[src/rtl/ad9361_samp_gate.sv]
// Per-channel signal-presence gate for the AD9361 receive path: |I|+|Q| boxcar
// average drives a hysteresis/hang FSM that gates a fixed-latency I/Q delay line.
module ad9361_samp_gate #(
  parameter int NUM_CHAN           = 4,
  parameter int DATA_WIDTH         = 12,
  parameter int NUM_DELAY          = 24,
  parameter int LOG2_FILTER_LENGTH = 4,
  parameter int HANG_CYCLES        = 16,
  localparam int MW = DATA_WIDTH + 1,
  localparam int SW = MW + LOG2_FILTER_LENGTH
) (
  input  logic                           clk,
  input  logic                           rst_n,
  input  logic                           bypass,
  input  logic [MW-1:0]                  thresh_on,
  input  logic [MW-1:0]                  thresh_off,
  input  logic [NUM_CHAN-1:0]            valid_in,
  input  logic [NUM_CHAN*DATA_WIDTH-1:0] data_i_in,
  input  logic [NUM_CHAN*DATA_WIDTH-1:0] data_q_in,
  output logic [NUM_CHAN-1:0]            valid_out,
  output logic [NUM_CHAN*DATA_WIDTH-1:0] data_i_out,
  output logic [NUM_CHAN*DATA_WIDTH-1:0] data_q_out,
  output logic [NUM_CHAN-1:0]            gate_open
);

  localparam int FL = 1 << LOG2_FILTER_LENGTH;
  localparam int HW = (HANG_CYCLES > 1) ? $clog2(HANG_CYCLES) : 1;
  localparam logic [HW-1:0] HANG_LAST = HW'(HANG_CYCLES - 1);

  typedef enum logic [1:0] {
    ST_IDLE = 2'd0,
    ST_OPEN = 2'd1,
    ST_HANG = 2'd2
  } state_t;

  // Closing never uses a level above the opening level, so hysteresis cannot invert.
  logic [MW-1:0] thresh_off_eff;
  assign thresh_off_eff = (thresh_off < thresh_on) ? thresh_off : thresh_on;

  genvar n;
  generate
    for (n = 0; n < NUM_CHAN; n++) begin : g_chan
      logic [DATA_WIDTH-1:0] i_in, q_in;
      logic [MW-1:0]         i_ext, q_ext, abs_i, abs_q;
      logic [MW-1:0]         mag_d, mag_q;
      logic                  mag_vld_d, mag_vld_q;
      logic [FL-1:0][MW-1:0] hist_d, hist_q;
      logic [SW-1:0]         sum_d, sum_q, avg;
      logic                  sum_vld_d, sum_vld_q;
      state_t                state_d, state_q;
      logic [HW-1:0]         cnt_d, cnt_q;
      logic [NUM_DELAY-2:0]                 dv_d, dv_q;
      logic [NUM_DELAY-2:0][DATA_WIDTH-1:0] di_d, di_q, dq_d, dq_q;
      logic                  vo_d, vo_q;
      logic [DATA_WIDTH-1:0] io_d, io_q, qo_d, qo_q;

      assign i_in  = data_i_in[n*DATA_WIDTH +: DATA_WIDTH];
      assign q_in  = data_q_in[n*DATA_WIDTH +: DATA_WIDTH];
      // One extra bit so |-2^(W-1)| is representable without wrapping.
      assign i_ext = {i_in[DATA_WIDTH-1], i_in};
      assign q_ext = {q_in[DATA_WIDTH-1], q_in};
      assign abs_i = i_in[DATA_WIDTH-1] ? (~i_ext + MW'(1)) : i_ext;
      assign abs_q = q_in[DATA_WIDTH-1] ? (~q_ext + MW'(1)) : q_ext;
      assign avg   = sum_q >> LOG2_FILTER_LENGTH;

      always_comb begin
        mag_d     = abs_i + abs_q;
        mag_vld_d = valid_in[n];
        sum_vld_d = mag_vld_q;
        hist_d    = hist_q;
        sum_d     = sum_q;
        // Filter only ages on valid samples; idle gaps leave the average frozen.
        if (mag_vld_q) begin
          hist_d = {hist_q[FL-2:0], mag_q};
          sum_d  = sum_q + SW'(mag_q) - SW'(hist_q[FL-1]);
        end

        state_d = state_q;
        cnt_d   = cnt_q;
        if (sum_vld_q) begin
          case (state_q)
            ST_IDLE: if (avg >= SW'(thresh_on)) state_d = ST_OPEN;
            ST_OPEN: begin
              if (avg < SW'(thresh_off_eff)) begin
                state_d = ST_HANG;
                cnt_d   = '0;
              end
            end
            ST_HANG: begin
              if (avg >= SW'(thresh_on))  state_d = ST_OPEN;
              else if (cnt_q == HANG_LAST) state_d = ST_IDLE;
              else                         cnt_d   = cnt_q + HW'(1);
            end
            default: state_d = ST_IDLE;
          endcase
        end

        dv_d = {dv_q[NUM_DELAY-3:0], valid_in[n]};
        di_d = {di_q[NUM_DELAY-3:0], i_in};
        dq_d = {dq_q[NUM_DELAY-3:0], q_in};
        // Gate against the state that will be visible alongside this output.
        vo_d = dv_q[NUM_DELAY-2] & ((state_d != ST_IDLE) | bypass);
        io_d = di_q[NUM_DELAY-2];
        qo_d = dq_q[NUM_DELAY-2];
      end

      always_ff @(posedge clk) begin
        if (!rst_n) begin
          mag_q     <= '0;
          mag_vld_q <= 1'b0;
          hist_q    <= '0;
          sum_q     <= '0;
          sum_vld_q <= 1'b0;
          state_q   <= ST_IDLE;
          cnt_q     <= '0;
          dv_q      <= '0;
          di_q      <= '0;
          dq_q      <= '0;
          vo_q      <= 1'b0;
          io_q      <= '0;
          qo_q      <= '0;
        end else begin
          mag_q     <= mag_d;
          mag_vld_q <= mag_vld_d;
          hist_q    <= hist_d;
          sum_q     <= sum_d;
          sum_vld_q <= sum_vld_d;
          state_q   <= state_d;
          cnt_q     <= cnt_d;
          dv_q      <= dv_d;
          di_q      <= di_d;
          dq_q      <= dq_d;
          vo_q      <= vo_d;
          io_q      <= io_d;
          qo_q      <= qo_d;
        end
      end

      assign valid_out[n]                             = vo_q;
      assign data_i_out[n*DATA_WIDTH +: DATA_WIDTH]   = io_q;
      assign data_q_out[n*DATA_WIDTH +: DATA_WIDTH]   = qo_q;
      assign gate_open[n]                             = (state_q != ST_IDLE);
    end
  endgenerate

endmodule

[config.mk]
export PLATFORM = sky130hd
export DESIGN_NAME = ad9361_samp_gate
export DESIGN_NICKNAME = d
export VERILOG_FILES = /design/src/rtl/ad9361_samp_gate.sv
export SDC_FILE = /design/constraint.sdc
export NUM_CORES = 2
export LEC_CHECK = 0
export BUFFER_PORTS_ARGS = -buffer_cell sky130_fd_sc_hd__buf_2
export CELL_PAD_IN_SITES_DETAIL_PLACEMENT = 2
export CELL_PAD_IN_SITES_GLOBAL_PLACEMENT = 2
export CORE_MARGIN = 2
export CORE_UTILIZATION = 30
export DETAILED_ROUTE_END_ITERATION = 10
export GPL_TIMING_DRIVEN = 0
export PLACE_DENSITY_LB_ADDON = 0.15
export SYNTH_ARGS = -nofsm -noshare
export SYNTH_HDL_FRONTEND = slang
export SYNTH_SLANG_ARGS = --single-unit
[constraint.sdc]
create_clock -name clk -period 5.75 [get_ports clk]
set_clock_uncertainty 0.1 [all_clocks]
set_input_delay 1.4375 -clock clk [delete_from_list [all_inputs] [get_ports clk]]
set_output_delay 1.4375 -clock clk [all_outputs]
set_load 0.05 [all_outputs]
==> summary.txt <==
Route
  – Via count: 64300
  – DRC viols: 0
  – Vias per cell: 4.193
  – DR WL/cell: between 15 and 20 microns
  – Routed WL: 257500 microns
  – Remaining antenna violation count after routing: 0
  – Drt first-iter violations: about 1700
  – Pre-antenna DRT Iters: 4

Power
  – Pleak: around 52 nW
  – Power per cell area: between 400 and 500 nW/um^2
  – VDD IR-drop max: ~0.00022 V
  – Total power: 54.00 mW

Worst setup path
  – CP Max Fanout: 10
  – Worst path cell trace: buf_2 > inv_1 > ha_1 > and4_1 > o21ai_1 > o211a_1 > o21ai_4 > clkbuf_4 > mux2i_2 > ha_1 > or2_2 > maj3_1 > o21a_1 > o21ai_1 > a41o_1 > a21boi_2 > o21ai_1 > o311a_1
  – Worst path slowest cell: mux2i_2
  – Setup crit end kind: flop
  – CP max stage delay: between 0.5 and 0.6 ns
  – Worst path buffer plus inverter count: 3
  – CP arrival: about 6.3 ns
  – Worst Path Required: between 6 and 7 ns
  – WS Path Type: input pin to flop
  – Critical path depth: 18
  – CP Launch Type: input pin
  – CP top delay family: compound AO/OA/AOI/OAI gates
  – Worst Reg2Reg Path Length in Cells: 16
  – Most common cell on crit path: o21ai_1

CTS
  – Clk slew on worst S/H paths: 0.06 ns
  – H-tree depth: 5
  – Clk Latency, worst-skew pair: 0.95 ns
  – Cts hold-fix bufs: 0
  – Max Root-Sink Buffers: 4
  – CTS tree: done
  – CTS root buf: clkbuf_16
  – CTS Buf Count: between 300 and 400
  – TritonCTS Sinks: 3376

Cells and area
  – Commonest non-fill, non-tap cell in the layout: dfxtp_1
  – Final instance area: ~130000 sq um
  – Layout cell share with drive strength beyond 1: 0.08222
  – Area delta synth->final: 18.21%
  – Most frequent cells in the layout: dfxtp_1 (3376), and2_1 (2388), nor2_1 (1033), mux2i_1 (871), clkbuf_1 (545)
  – Utilization after layout: 0.3559
  – Final #Nets: between 10000 and 15000

Floorplanning
  – Die Y: a little over 600 microns
  – Number of cell rows: 220
  – Core Box Area: about 360000 sq um
  – Io pins: around 230
  – Starting density of the core: 0.3011
  – Die area: around 360000 sq um
  – Die W: roughly 600 microns

Placement
  – Gpl congestion: approximately 0.75
  – IO Port Bufs: 231
  – DPL Wire Length: about 190000 microns
  – Pre-CTS worst setup slack: -1.218 ns
  – Dpl cell area: 115200 sq um

Yosys
  – Gate Count Post-Synth: between 9000 and 10000
  – Sequential fraction of the synthesis area: 0.6258
  – Post-Synthesis Cell Area: around 110000 sq um
  – Syn. warnings: 0
  – Mean Syn Cell Area: between 10 and 15 sq um
  – Post-synth ARST share: 0
  – Post-synth EDFFs: 0
  – Synthesized flop and latch total: roughly 3400
  – Distinct cells, synth: 72
  – Top FF cell, synth: dfxtp_1
  – Mapped Nets: about 10000

Timing
  – Max-slew headroom: 0.06329
  – Fin worst setup slack: around 0.089 ns
  – Slew @ Worst Pin: about 1.4 ns
  – Fin. max-slew vios: 0
  – Final hold violations: 0
  – Fmax achieved: approximately 0.18 GHz
  – Minimum clock period: between 5 and 6 ns
  – Final worst path period share: 0.9845
  – Final setup TNS: 0 ns
  – Setup violations, final: 0
  – RSZ-0062 raised after global routing: yes

Global route
  – Initial antenna violation count: 14
  – Vias in the first global route: approximately 71000
  – Overall routing resource usage: 0.1406
  – Largest net degree at the start of global routing: 18
  – Global-route wire length before repair: a little over 400000 microns
  – Remaining Overflow, GRT: 0

Outcome
  – Status: completed

Min path
  – WHS Path Cells: 1
  – Hold WC Path Type: flop to flop

Job
  – Maxcap violations: 0
-- metal layers --
layer	track usage	share of wire	vias to the layer above
met5	0	0	-
met4	0.04577	0.030	0
met3	0.01792	0.025	428
met2	0.2667	0.52	630
met1	0.1611	0.42	31380
li1	-	-	31870
-- kinds of logic (layout without fill, tap and decap cells) --
group,count (synthesis),after routing,synth area share
and+or+nand+nor,3738,3738,0.1904
DFF,3376,3376,0.6258
muxes,883,883,0.08203
buffers and inverters,813,1716,0.02842
AOI/OAI and AO/OA,410,410,0.02441
adders and majority gates,287,287,0.03701
xor gates and xnor gates,147,147,0.01192
other,0,7,0
-- registers in the layout, indices dropped and copies added (netlist names) --
| name | flops |
|---|---|
| g_chan.cnt_q | 16 |
| g_chan.di_d | 1056 |
| g_chan.dq_d | 1056 |
| g_chan.dv_q | 92 |
| g_chan.hist_q | 832 |
| g_chan.io_d | 48 |
| g_chan.io_q | 48 |
| g_chan.mag_q | 52 |
| g_chan.qo_d | 48 |
| g_chan.qo_q | 48 |
| g_chan.state_q | 8 |
| g_chan.sum_q | 68 |
| g_chan.vo_q | 4 |
-- repair_timing --
item,in CTS,in global routing
gates resized for setup,6,8
pin swaps,0,0
endpoints found under the setup margin,2,4
setup buffers,0,0
-- path summary, 6_finish.rpt --
kind,from,endpoint,slack (ns)
worst max-delay path,thresh_on[7],g_chan[1].vo_q,0.09
worst min-delay path,g_chan[1].di_d[35],g_chan[1].di_d[47],0.27
worst max register to register,g_chan[3].mag_q[2],g_chan[3].sum_q[16],1.53
worst min register to register,g_chan[1].di_d[35],g_chan[1].di_d[47],0.27
-- Yosys cell counts, drive strengths merged, types with 20 or more instances --
cell type | number | area share
fa | 56 | 0.010
nand3 | 34 | 0.0016
clkbuf | 470 | 0.016
mux2i | 880 | 0.082
nor3 | 41 | 0.0019
a21oi | 102 | 0.0048
nand2b | 39 | 0.0023
nand2 | 90 | 0.0031
nor2 | 1033 | 0.036
xnor2 | 134 | 0.011
o21ai | 112 | 0.0053
nor2b | 30 | 0.0017
a21o | 34 | 0.0024
and2 | 2388 | 0.14
a21boi | 20 | 0.0014
buf | 24 | 0.0010
dfxtp | 3376 | 0.63
ha | 224 | 0.026
inv | 318 | 0.011
-- report_power, final --
part / switching (mW) / internal (mW) / total, mW
sequential: 0.464 / 23.8 / 24.2
combinational: 3.55 / 2.42 / 5.97
clock: 9.60 / 14.2 / 23.8
total: 13.6 / 40.4 / 54.0
-- per-stage QoR --
| step | hold WS [ns] | std cells |
|---|---|---|
| after floorplan | 0.2976 | 9654 |
| after global placement | 0.3136 | 14660 |
| after detailed placement | 0.3207 | 14660 |
| after CTS | 0.2615 | 15330 |
| after global routing | 0.2759 | 15330 |
| final | 0.2685 | 15340 |
-- cell type report --
type | instances | area (sq um)
fillers | 37690 | 231000
flip-flops and latches | 3376 | 67580
well taps | 4773 | 5972
diodes | 7 | 17.52
clock buffers | 540 | 10900
multi-input cells | 5465 | 37410
repair buffers | 232 | 1184
inverters | 319 | 1197
plain buffers | 494 | 1886
clock inverters | 131 | 1499
No activity file was read; power rests on OpenSTA's default activity.
